==> src/rtl/adder_share_arbiter.sv <==
// Round-robin front end that time-shares one external ripple-carry adder
// between two valid/ready requesters, with registered operands and result.
//
// Ports:
//   clk, reset_n             clock, async active-low reset
//   req{0,1}_valid/_a/_b     requester operand handshakes
//   req{0,1}_ready           grant, combinational, IDLE only
//   add_a, add_b             registered operands to the shared adder
//   add_sum, add_cout        combinational adder result
//   rsp_valid/_ready         response handshake
//   rsp_id/_sum/_cout        owner and registered result
//   busy                     operation in flight (ISSUE or RESP)
//   op_count                 saturating count of accepted responses
module adder_share_arbiter #(
  parameter int WIDTH = 8,
  parameter int CNT_W = 16
) (
  input  logic             clk,
  input  logic             reset_n,
  input  logic             req0_valid,
  input  logic [WIDTH-1:0] req0_a,
  input  logic [WIDTH-1:0] req0_b,
  output logic             req0_ready,
  input  logic             req1_valid,
  input  logic [WIDTH-1:0] req1_a,
  input  logic [WIDTH-1:0] req1_b,
  output logic             req1_ready,
  output logic [WIDTH-1:0] add_a,
  output logic [WIDTH-1:0] add_b,
  input  logic [WIDTH-1:0] add_sum,
  input  logic             add_cout,
  output logic             rsp_valid,
  input  logic             rsp_ready,
  output logic             rsp_id,
  output logic [WIDTH-1:0] rsp_sum,
  output logic             rsp_cout,
  output logic             busy,
  output logic [CNT_W-1:0] op_count
);

  typedef enum logic [1:0] {
    IDLE  = 2'd0,
    ISSUE = 2'd1,
    RESP  = 2'd2
  } state_t;

  state_t           state_q, state_d;
  logic             last_q, last_d;
  logic             id_q, id_d;
  logic [WIDTH-1:0] a_q, a_d;
  logic [WIDTH-1:0] b_q, b_d;
  logic [WIDTH-1:0] sum_q, sum_d;
  logic             cout_q, cout_d;
  logic             rid_q, rid_d;
  logic [CNT_W-1:0] cnt_q, cnt_d;
  logic             g0, g1;

  always_comb begin
    state_d = state_q;
    last_d  = last_q;
    id_d    = id_q;
    a_d     = a_q;
    b_d     = b_q;
    sum_d   = sum_q;
    cout_d  = cout_q;
    rid_d   = rid_q;
    cnt_d   = cnt_q;
    g0      = 1'b0;
    g1      = 1'b0;
    unique case (state_q)
      IDLE: begin
        // last_q=1 favours requester 0 on contention
        g0 = req0_valid & (~req1_valid | last_q);
        g1 = req1_valid & (~req0_valid | ~last_q);
        if (g0) begin
          a_d     = req0_a;
          b_d     = req0_b;
          id_d    = 1'b0;
          last_d  = 1'b0;
          state_d = ISSUE;
        end else if (g1) begin
          a_d     = req1_a;
          b_d     = req1_b;
          id_d    = 1'b1;
          last_d  = 1'b1;
          state_d = ISSUE;
        end
      end
      ISSUE: begin
        sum_d   = add_sum;
        cout_d  = add_cout;
        rid_d   = id_q;
        state_d = RESP;
      end
      RESP: begin
        if (rsp_ready) begin
          state_d = IDLE;
          if (cnt_q != {CNT_W{1'b1}}) cnt_d = cnt_q + CNT_W'(1);
        end
      end
      default: state_d = IDLE;
    endcase
  end

  always_ff @(posedge clk or negedge reset_n) begin
    if (!reset_n) begin
      state_q <= IDLE;
      last_q  <= 1'b1;
      id_q    <= 1'b0;
      a_q     <= '0;
      b_q     <= '0;
      sum_q   <= '0;
      cout_q  <= 1'b0;
      rid_q   <= 1'b0;
      cnt_q   <= '0;
    end else begin
      state_q <= state_d;
      last_q  <= last_d;
      id_q    <= id_d;
      a_q     <= a_d;
      b_q     <= b_d;
      sum_q   <= sum_d;
      cout_q  <= cout_d;
      rid_q   <= rid_d;
      cnt_q   <= cnt_d;
    end
  end

  assign req0_ready = g0;
  assign req1_ready = g1;
  assign add_a      = a_q;
  assign add_b      = b_q;
  assign rsp_valid  = (state_q == RESP);
  assign rsp_id     = rid_q;
  assign rsp_sum    = sum_q;
  assign rsp_cout   = cout_q;
  assign busy       = (state_q != IDLE);
  assign op_count   = cnt_q;

endmodule

==> config.mk <==
export PLATFORM = sky130hd
export DESIGN_NAME = adder_share_arbiter
export DESIGN_NICKNAME = d
export VERILOG_FILES = /design/src/rtl/adder_share_arbiter.sv
export SDC_FILE = /design/constraint.sdc
export NUM_CORES = 1
export LEC_CHECK = 0
export BUFFER_PORTS_ARGS = -buffer_cell sky130_fd_sc_hd__buf_4
export CAP_MARGIN = 0
export CORE_MARGIN = 8
export CORE_UTILIZATION = 51
export DETAILED_ROUTE_END_ITERATION = 7
export PLACE_DENSITY_LB_ADDON = 0.2
export SLEW_MARGIN = 10
export SYNTH_ARGS = -nofsm -noshare
export SYNTH_HDL_FRONTEND = slang
export SYNTH_SLANG_ARGS = --single-unit
export TNS_END_PERCENT = 5
==> constraint.sdc <==
create_clock -name clk -period 2.6 [get_ports clk]
set_input_delay 0.39 -clock clk [delete_from_list [all_inputs] [get_ports clk]]
set_output_delay 0.39 -clock clk [all_outputs]
set_load 0.02 [all_outputs]
# --- Word level (Yosys, flattened, before mapping) ---
# Cells that the tools add are included.
word_totals:
  word_cells: 40
  in_bits: 46
  regBits: 46
  output_inout_bits: 46
op_classes:
  n_eq_ne: 5
  add_sub_neg: 1
  bitwise: 7
  mux: 12
  n_reduce_logical: 6
op_table:
  columns: ["operator", "n"]
  rows:
  - ["2-to-1 mux 8 bit", 4]
  - ["adder 16 x 1 -> 16 bit, second input constant", 1]
  - ["inequality test 16 bit, second input constant", 1]
  - ["2-to-1 mux 2 bit", 3]
  - ["one-hot mux 2 bit (3 select lines)", 1]
  - ["2-to-1 mux 1 bit", 4]
  - ["AND reduction 2 bit", 2]
  - ["nonzero test 2 bit", 2]
  - ["inequality test 3 bit, second input constant", 1]
  - ["NOT 1 bit", 3]
  - ["AND reduction 3 bit", 1]
  - ["bitwise AND 1 bit", 2]
  - ["equality test 2 x 1 -> 1 bit, second input constant", 1]
  - ["equality test 2 bit, second input constant", 1]
  - ["logical NOT 2 bit", 1]
  - ["inequality test 2 x 1 -> 1 bit, second input constant", 1]
  - ["bitwise OR 1 bit", 2]

# --- Depth between registers and ports, before layout ---
# Gate-level depths: netlist of run 1.
depth:
  word_depth: 6
  ltp_mapped: 5
  mapped_depth_nobuf: 5

# --- Worst setup path after synthesis of run 1 ---
# No wires, ideal clock.
synth_path:
  kind: "reg2out"
  start: "register state_q[1]"
  end: "output req1_ready"
  t_required_ns: 2.210
  path_buffers: 0
  slack_ns: 0.840
  arrival_ns: 1.370
  path_stages_with_launch: 4
  path_cell_list: "dfrtp_1 nor2_1 inv_1 a211oi_1"
synth_via:
  elab_chain_len: 2
synth_rtl:
  columns: ["element", "line", "rtl"]
  rows:
  - ["from (decl)", "47", "state_t state_q, state_d;"]
  - ["from (signal assigned)", "117", "state_q <= state_d;"]
  - ["logical NOT 2 bit", "70", "unique case (state_q)"]
  - ["2-to-1 mux 1 bit", "70", null]
  - ["to (decl)", "27", "output logic req1_ready,"]
# Every way passes these cells.

# --- Worst setup path in the final report of run 1 ---
# Ends and elaborated chain as after synthesis.

==> results of run 1 <==
worst max-delay path by stage:
stage,startpoint,endpoint
2_1_floorplan,state_q[1]$_DFFE_PN0P_,req1_ready
3_3_place_gp,op_count[0]$_DFFE_PN0P_,op_count[12]$_DFFE_PN0P_
3_5_place_dp,op_count[0]$_DFFE_PN0P_,op_count[1]$_DFFE_PN0P_
4_1_cts,state_q[1]$_DFFE_PN0P_,req1_ready
5_1_grt,state_q[1]$_DFFE_PN0P_,req1_ready
6_report,state_q[1]$_DFFE_PN0P_,req1_ready
kinds of logic after synthesis:
family / after synthesis / share of synthesized area (%)
flip-flops: 46 / 54.1
AO/OA/AOI/OAI: 29 / 8.00
XOR/XNOR: 9 / 3.70
AND/OR/NAND/NOR: 57 / 16.5
adder cells (fa/ha/maj): 1 / 0.588
buffers and inverters: 10 / 2.00
multiplexers: 30 / 15.0
Yosys cell counts (all sizes together), types with 2 or more instances:
master	instances	area (µm²)
inv	5	18.8
nand4	6	58.8
and4	3	26.3
nand3	6	35.0
a21o	2	15.0
xnor2	3	26.3
xor2	6	52.6
o21ai	2	13.8
nor3	4	31.3
a21oi	20	100
nand2b	2	12.5
buf	3	16.3
clkbuf	2	7.51
nand2	5	18.8
dfrtp	45	1130
mux2i	17	170
nor2	23	88.8
nor4	3	33.8
mux2	13	150
registers in the layout (all words and copies together) (netlist names), 2 cells and up:
signal,cells
add_b,8
op_count,16
rsp_sum,8
add_a,8
state_q,2
power by group:
part	internal [W]	switching, W	total, W
Clock	0.000215	0.000232	0.000447
Combinational	0.000659	0.000778	0.00144
Sequential	0.000993	0.000184	0.00118
Total	0.00187	0.00119	0.00306
area by class of cell:
cell class | instances | share of cell area [%]
sequential | 46 | 39.0
multi-input combinational | 126 | 31.6
timing repair buffer | 93 | 23.6
clock buffer | 7 | 2.92
tap | 50 | 2.12
inverter | 5 | 0.635
clock inverter | 1 | 0.169
worst register-to-register path: stages, from the launching register on:
cell and delay, ns:
dfrtp_1 0.42, ha_1 0.23, nand4_1 0.20, nor4_4 0.32, nor2_2 0.09, mux2_4 0.30
routing by layer:
layer	track usage, %	part of all wire [%]
met4	6.00	1.0
met5	0	0
met3	7.81	9.9
met2	27.9	51
met1	18.2	38
per-stage QoR:
stage	instance area (µm²)	total power [W]
3_5_place_dp	2870	0.00265
2_1_floorplan	2130	0.00202
3_3_place_gp	2870	0.00261
5_1_grt	2960	0.00326
4_1_cts	2960	0.00310
6_report	2960	0.00306
==> run_results.csv, run 1 <==
group,metric,value,unit
layout,regArea,0.00115,mm²
sta,post-route-period-util,74.2,%
clock_tree,clkLatencyLatePin,0.30,ns
layout,antenna_cells,0,
critical_path,r2r_cells,5,
critical_path,cpPeakStageDelay,0.44,ns
grt,first_global_vias,1852,
layout,multi_input_area,933,µm²
sta,layout_min_cycle_time,1.93,ns
synth,yosysUniqueCellTypes,41,
layout,finish.utilization,73.9,%
critical_path,r2r_end,"op_count[1]$_DFFE_PN0P_",
grt,grt_use_total,16.8,%
critical_path,path_cells,"nor2_1 -> inv_1 -> a211oi_1 -> buf_4",
critical_path,arrival,1.54,ns
clock_tree,cts_made_buffers,5,
route,num_vias,1714,
synth,synthesis.nets,229,
clock_tree,post_cts_resize_count,0,
power_and_ir_drop,ir_drop,0.658,mV
critical_path,crit_buf_inv,2,
critical_path,reg2reg_slack,0.94,ns
floorplan,initial_core_util,53.2,%
placed_design,hpwl,4040,µm
floorplan,die_x,80.6,µm
placed_design,dp_cells,320,
route,drtPass1Iterations,4,
critical_path,critPathSlowestCell,"dfrtp_1",
clock_tree,ctsRootBufferMaster,"clkbuf_8",
grt,antenna_found_initial,0,
power_and_ir_drop,p_per_area,1030,mW/mm²
sta,finalHoldViolations,0,
synth,synth-edff-count,0,
clock_tree,htree_levels,2,
critical_path,cp-start-kind,"flop",
synth,synth_seq_cells,46,
sta,slew_viol_final,0,
layout,final_cell_mix,"buf_4, dfrtp_1, nor2_1",
sta,rsz0062_at_grt,"false",
sta,setup_tns,0,ns
critical_path,path_max_fanout,4,
layout,final_cell_count_no_fill,328,
sta,finalWorstSetupSlack,0.670,ns
synth,syn_area_per_cell,11.7,µm²
placed_design,detailedPlace.worstSlack,0.943,ns
clock_tree,cts_tree,"built",
floorplan,die_h,80.6,µm
critical_path,end_kind,"output port",
critical_path,r2r-start,"op_count[0]$_DFFE_PN0P_",
layout,fin_nets,324,
sta,setup_viol,0,
synth,syn_inst,182,
critical_path,cp.required,2.21,ns
grt,gr-total-overflow,0,
sta,clock.fmax,0.518,GHz
sta,slew_headroom,61.8,%
clock_tree,hold_buffers,0,
floorplan,io_pins,92,
run_status,status,"complete, no violations",
route,avgRoutedWirePerCell,15.7,µm
grt,grt_max_degree,47,
clock_tree,clockBufferDepth,2,
synth,ys_async_sr_fraction,100,%
synth,ys.flop_type,"dfrtp_1",
sta,holdWs,0.0884,ns
sta,tightest_slew,0.573,ns
clock_tree,post_cts_buffers,0,
critical_path,crit_family,"flip-flops",
layout,fill_cells,298,
job,cap_viol_max_count,0,
floorplan,core_area,0.00400,mm²
floorplan,rows,23,
clock_tree,cts.sinks,46,
critical_path,critical_path_class,"flop to output port",
route,drc_errors,0,
layout,area_growth,38.9,%
synth,synth_area,0.00213,mm²
sta,clock_skew,0.00843,ns
route,wl,5160,µm
layout,drive_gt1_share,44.2,%
layout,layout_commonest_cell,"buf_4",
route,post_drt_via_cell_ratio,5.23,
synth,yosysWarnings,0,
placed_design,gp_congestion,0.775,
route,antenna_left,0,
route,drt-initial-drc-count,75,
grt,grt_pass1_wl,8490,µm
critical_path,cp_num_cells,4,
placed_design,io_buffers,91,
synth,yosysSeqAreaShare,54.1,%
floorplan,die_area,0.00650,mm²
clock_tree,clkTransAtPathRegs,0.09,ns
min_path,hold_path_class,"input port to async pin",
power_and_ir_drop,p_leak,1.53,nW
No activity file was read; power rests on OpenSTA's default activity.
==> inputs of run 2 (changes only) <==
CORE_UTILIZATION = 42   (was 51)
clock period = 1.61 ns   (was 2.6 ns; I/O delays follow)
==> run 2 against run 1 <==
  * The flow now finishes with violations (setup timing)
  * Sequential power is 58% higher
  * Power up 69%
  * Sequential share of layout area fell by 2.5 points
  * Critical path type is now flop to flop
  * Clock power up 64%
  * First-iteration DRC count down 5.3%
  * Largest cell class unchanged
  * Non-clock buffer count rose by 18
==> run_results.csv, run 2 (synthesized netlist as in run 1, its figures left out) <==
group,metric,value,unit
sta,post-route-period-util,101,%
layout,multi_input_area,956,µm²
grt,grt_pass1_wl,8840,µm
placed_design,hpwl,4080,µm
floorplan,initial_core_util,42.5,%
grt,grt_use_total,14.8,%
clock_tree,ctsRootBufferMaster,"clkbuf_8",
power_and_ir_drop,switching_share,38.6,%
route,drt-initial-drc-count,71,
grt,gr-total-overflow,0,
sta,tightest_slew,0.583,ns
layout,final_cell_mix,"buf_4, dfrtp_1, nor2_1",
run_status,failed_checks,"setup timing",
floorplan,core_area,0.00501,mm²
route,wl,5340,µm
critical_path,path_max_fanout,6,
placed_design,gp_congestion,0.812,
sta,rsz0062_at_grt,"true",
sta,finalWorstSetupSlack,-0.0148,ns
power_and_ir_drop,comb_power_share,49.7,%
critical_path,cp.required,1.79,ns
critical_path,arrival,1.80,ns
placed_design,io_buffers,91,
power_and_ir_drop,p_leak,1.62,nW
layout,largest_reg_flops,16,
clock_tree,cts.sinks,46,
clock_tree,cts_made_buffers,5,
clock_tree,clkTransAtPathRegs,0.09,ns
layout,area_growth,48.6,%
power_and_ir_drop,ir_drop,0.933,mV
power_and_ir_drop,switching_power,0.00200,W
power_and_ir_drop,share_seq_of_total_power,36.1,%
critical_path,critical_path_class,"flop to flop",
critical_path,cp-start-kind,"flop",
route,antenna_left,0,
sta,slew_viol_final,0,
placed_design,detailedPlace.worstSlack,-0.00295,ns
sta,finalHoldViolations,0,
route,drtPass1Iterations,4,
layout,regArea,0.00115,mm²
critical_path,end_kind,"flop",
clock_tree,cts_tree,"built",
power_and_ir_drop,p_clk_share,14.2,%
route,avgRoutedWirePerCell,14.6,µm
floorplan,die_area,0.00760,mm²
layout,fill_cells,449,
sta,clock_skew,0.00442,ns
floorplan,die_h,87.2,µm
grt,first_global_vias,1839,
sta,slew_headroom,61.2,%
floorplan,io_pins,92,
sta,layout_min_cycle_time,1.62,ns
power_and_ir_drop,internal-power,0.00318,W
floorplan,die_x,87.2,µm
placed_design,dpl_cell_area,0.00300,mm²
sta,holdWs,0.177,ns
sta,setup_viol,1,
clock_tree,clkLatencyLatePin,0.29,ns
route,post_drt_via_cell_ratio,4.77,
grt,grt_max_degree,47,
route,drc_errors,0,
layout,antenna_cells,0,
layout,final_area,0.00316,mm²
layout,fin_nets,342,
route,num_vias,1745,
grt,antenna_found_initial,0,
min_path,hold_path_class,"input port to flop",
clock_tree,clockBufferDepth,2,
run_status,status,"complete, but fails checks",
clock_tree,htree_levels,2,
power_and_ir_drop,p_per_area,1640,mW/mm²
job,cap_viol_max_count,0,
layout,drive_gt1_share,49.7,%
layout,layout_commonest_cell,"buf_4",
sta,clock.fmax,0.615,GHz
floorplan,rows,26,
run 2: cell types whose count changed in the layout (fill, tap and decap cells not counted), sizes merged:
cell         before  now
clkbuf            7    6
buf              93  110
dlygate4sd3       0    1
clkinvlp          0    1
run 2: final timing paths:
check                                             from                  endpoint  slack, ns  depth (start not counted)
max in group asynchronous                      reset_n   op_count[8]$_DFFE_PN0P_       0.73                          2
worst min register to register        id_q$_DFFE_PN0P_          id_q$_DFFE_PN0P_       0.51                          1
worst max-delay path            state_q[0]$_DFFE_PN0P_  op_count[12]$_DFFE_PN0P_      -0.01                          4
min in group asynchronous                      reset_n    rsp_sum[6]$_DFFE_PN0N_       0.49                          2
worst min-delay path                        add_sum[2]    rsp_sum[2]$_DFFE_PN0N_       0.18                          2
worst max register to register  state_q[0]$_DFFE_PN0P_  op_count[12]$_DFFE_PN0P_      -0.01                          4
run 2: critical path, stage by stage (launching register included):
cell      delay, ns
dfrtp_1        0.40
buf_4          0.14
nand3b_4       0.20
nor4_2         0.39
mux2_2         0.38
run 2: layout make-up:
class                   instances  area share, %
clock inverters                 2          0.396
clock buffers                   6           2.61
flip-flops and latches         46           36.4
inverters                       5          0.594
multi-input cells             126           30.2
repair buffers                111           26.9
well taps                      70           2.77
run 2: power by group through the flow:
stage	Combinational (W)	Sequential [W]	Clock, W
2_1_floorplan	0.000899	0.00236	0
3_3_place_gp	0.00248	0.00188	0
3_5_place_dp	0.00251	0.00190	0
4_1_cts	0.00262	0.00188	0.000770
5_1_grt	0.00278	0.00194	0.000824
6_report	0.00258	0.00187	0.000734
run 2: layer usage:
layer  wire length (µm)  up-vias  global-route usage (%)
li1                   -      882                       -
met1               2220      790                    17.4
met2               2440       69                    22.8
met3                647        4                    8.21
met4                 31        0                    3.75
met5                  0        -                       0
run 2: timing repair:
action | 4_1_cts | 5_1_grt
resized for setup | 7 | 1
endpoints found under the setup margin | 3 | 9
cloned | 0 | 0
pin swaps | 1 | 2
hold buffers | 1 | 0
setup buffers | 3 | 1
endpoints found under the hold margin | 45 | 0
run 2: per-stage QoR:
stage | utilization (%) | std cells | total power [W] | setup TNS [ns]
floorplan | - | 182 | 0.00326 | -0.109
finish | 63.1 | 366 | 0.00519 | -0.0148
global placement | 59.9 | 353 | 0.00435 | 0
CTS | 62.8 | 365 | 0.00526 | 0
global route | 63.1 | 366 | 0.00554 | -0.177
detailed placement | 59.9 | 353 | 0.00441 | -0.00295
==> inputs of run 3 (changes only) <==
clock period = 1.3 ns   (was 1.61 ns; I/O delays follow)
==> run 3 against run 2 <==
  * The flow still finishes with violations (setup timing)
  * Clock skew rose by 0.0017 ns
  * Cell count grew 6.8%
  * Sequential power grew 26%
  * Count of clock-buffer cells in the layout unchanged
  * Power increased by 36%
  * Maximum frequency increased by 3.6%
  * Die area is the same
  * First-iteration DRC count down 7.0%
  * Flip-flop and latch count stayed put
  * Largest cell class unchanged
==> run_results.csv, run 3 (synthesized netlist as in run 1, its figures left out) <==
group,metric,value,unit
grt,grt_use_total,15.8,%
layout,final_cell_mix,"buf_4, dfrtp_1, nor2_1, a21oi_1, mux2i_1",
floorplan,die_h,87.2,µm
sta,finalWorstSetupSlack,-0.269,ns
route,num_vias,1907,
sta,tightest_slew,0.312,ns
critical_path,critical_path_class,"flop to flop",
placed_design,hpwl,4430,µm
min_path,hold_path_class,"input port to flop",
critical_path,cp.required,1.49,ns
sta,slew_viol_final,0,
clock_tree,ctsRootBufferMaster,"clkbuf_8",
layout,fill_cells,408,
floorplan,die_area,0.00760,mm²
layout,drive_gt1_share,56.4,%
route,drt-initial-drc-count,66,
floorplan,initial_core_util,42.5,%
sta,rsz0062_at_grt,"true",
route,post_drt_via_cell_ratio,4.88,
grt,first_global_vias,2061,
critical_path,reg2reg_slack,-0.27,ns
layout,antenna_cells,0,
clock_tree,cts_tree,"built",
clock_tree,cts.sinks,46,
layout,largest_reg_flops,16,
clock_tree,cts_made_buffers,5,
power_and_ir_drop,ir_drop,1.39,mV
route,wl_met2,2930,µm
critical_path,startpoint,"op_count[1]$_DFFE_PN0P_",
route,drtPass1Iterations,4,
grt,antenna_found_initial,0,
clock_tree,clockBufferDepth,2,
route,wl,5910,µm
placed_design,io_buffers,91,
critical_path,r2r_end,"op_count[12]$_DFFE_PN0P_",
floorplan,io_pins,92,
route,drc_errors,0,
power_and_ir_drop,p_leak,1.84,nW
sta,clock_skew,0.00611,ns
grt,grt_pass1_wl,9490,µm
critical_path,r2r_cells,5,
route,antenna_left,0,
sta,finalHoldViolations,0,
floorplan,core_area,0.00501,mm²
layout,multi_input_area,0.00104,mm²
min_path,min_to,"rsp_sum[1]$_DFFE_PN0N_",
run_status,failed_checks,"setup timing",
layout,final_area,0.00349,mm²
run_status,status,"complete, but fails checks",
critical_path,path_max_fanout,4,
grt,gr-total-overflow,0,
sta,clock.fmax,0.638,GHz
route,wl_met3,586,µm
clock_tree,clkLatencyLatePin,0.30,ns
floorplan,rows,26,
sta,holdWs,0.120,ns
layout,area_growth,64.0,%
grt,grt_max_degree,34,
clock_tree,clkTransAtPathRegs,0.09,ns
min_path,min_from,"add_sum[1]",
placed_design,gp_congestion,0.819,
sta,post-route-period-util,121,%
layout,fin_nets,367,
critical_path,arrival,1.75,ns
min_path,hold_path_depth,2,
route,avgRoutedWirePerCell,15.1,µm
power_and_ir_drop,p_per_area,2020,mW/mm²
layout,regArea,0.00115,mm²
critical_path,end_kind,"flop",
layout,layout_commonest_cell,"buf_4",
critical_path,r2r-start,"op_count[1]$_DFFE_PN0P_",
floorplan,die_x,87.2,µm
critical_path,cp-start-kind,"flop",
route,routed.top_layer,"met4",
clock_tree,htree_levels,2,
sta,layout_min_cycle_time,1.57,ns
sta,setup_tns,-3.99,ns
sta,slew_headroom,79.2,%
job,cap_viol_max_count,0,
sta,setup_viol,20,
route,wl_met1,2290,µm
placed_design,dpl_cell_area,0.00318,mm²
==> run 3: stage by stage <==
stage,instances,utilization [%],worst slack [ns],total power [W]
floorplan,182,-,-0.368,0.00404
global placement,373,63.4,-0.225,0.00557
detailed placement,373,63.4,-0.279,0.00565
CTS,389,68.0,-0.235,0.00690
global route,391,69.7,-0.321,0.00747
finish,391,69.7,-0.269,0.00706
==> run 3: cell type report <==
| cell class | count | area share, % |
|---|---|---|
| Sequential cell | 46 | 33.0 |
| Clock buffer | 6 | 2.37 |
| Timing Repair Buffer | 136 | 31.3 |
| Tap cell | 70 | 2.51 |
| Clock inverter | 2 | 0.359 |
| Multi-Input combinational cell | 126 | 29.9 |
| Inverter | 5 | 0.610 |
==> run 3: layer usage <==
metal | GRT usage (%) | vias to the layer above
li1 | - | 924
met5 | 0 | -
met2 | 27.0 | 72
met3 | 7.17 | 10
met1 | 16.7 | 901
met4 | 5.78 | 0
==> run 3: what timing repair did <==
| item | CTS | global route |
|---|---|---|
| gates cloned | 0 | 0 |
| hold buffers | 1 | 0 |
| endpoints found under the hold margin | 22 | 0 |
| pin swaps | 7 | 4 |
| gates resized for setup | 19 | 17 |
| setup buffers | 7 | 2 |
| endpoints found under the setup margin | 38 | 47 |
==> run 3: worst max-delay path, cell delays in order, from the launching register on <==
cell and delay, ns:
dfrtp_1 0.37, ha_2 0.20, nand4_1 0.15, buf_4 0.20, nor4_4 0.17, mux2_2 0.36
==> run 3: worst max path at each step <==
stage                                     to  cells after the start
floorplan           op_count[12]$_DFFE_PN0P_                      4
global placement    op_count[12]$_DFFE_PN0P_                      4
detailed placement  op_count[12]$_DFFE_PN0P_                      4
CTS                               req0_ready                      5
global route        op_count[12]$_DFFE_PN0P_                      5
finish              op_count[12]$_DFFE_PN0P_                      5
==> run 3: where the power goes <==
group | total (W) | switching [W] | internal [W]
clock network | 0.000919 | 0.000491 | 0.000428
registers | 0.00235 | 0.000360 | 0.00199
logic | 0.00379 | 0.00182 | 0.00197
total | 0.00706 | 0.00267 | 0.00438
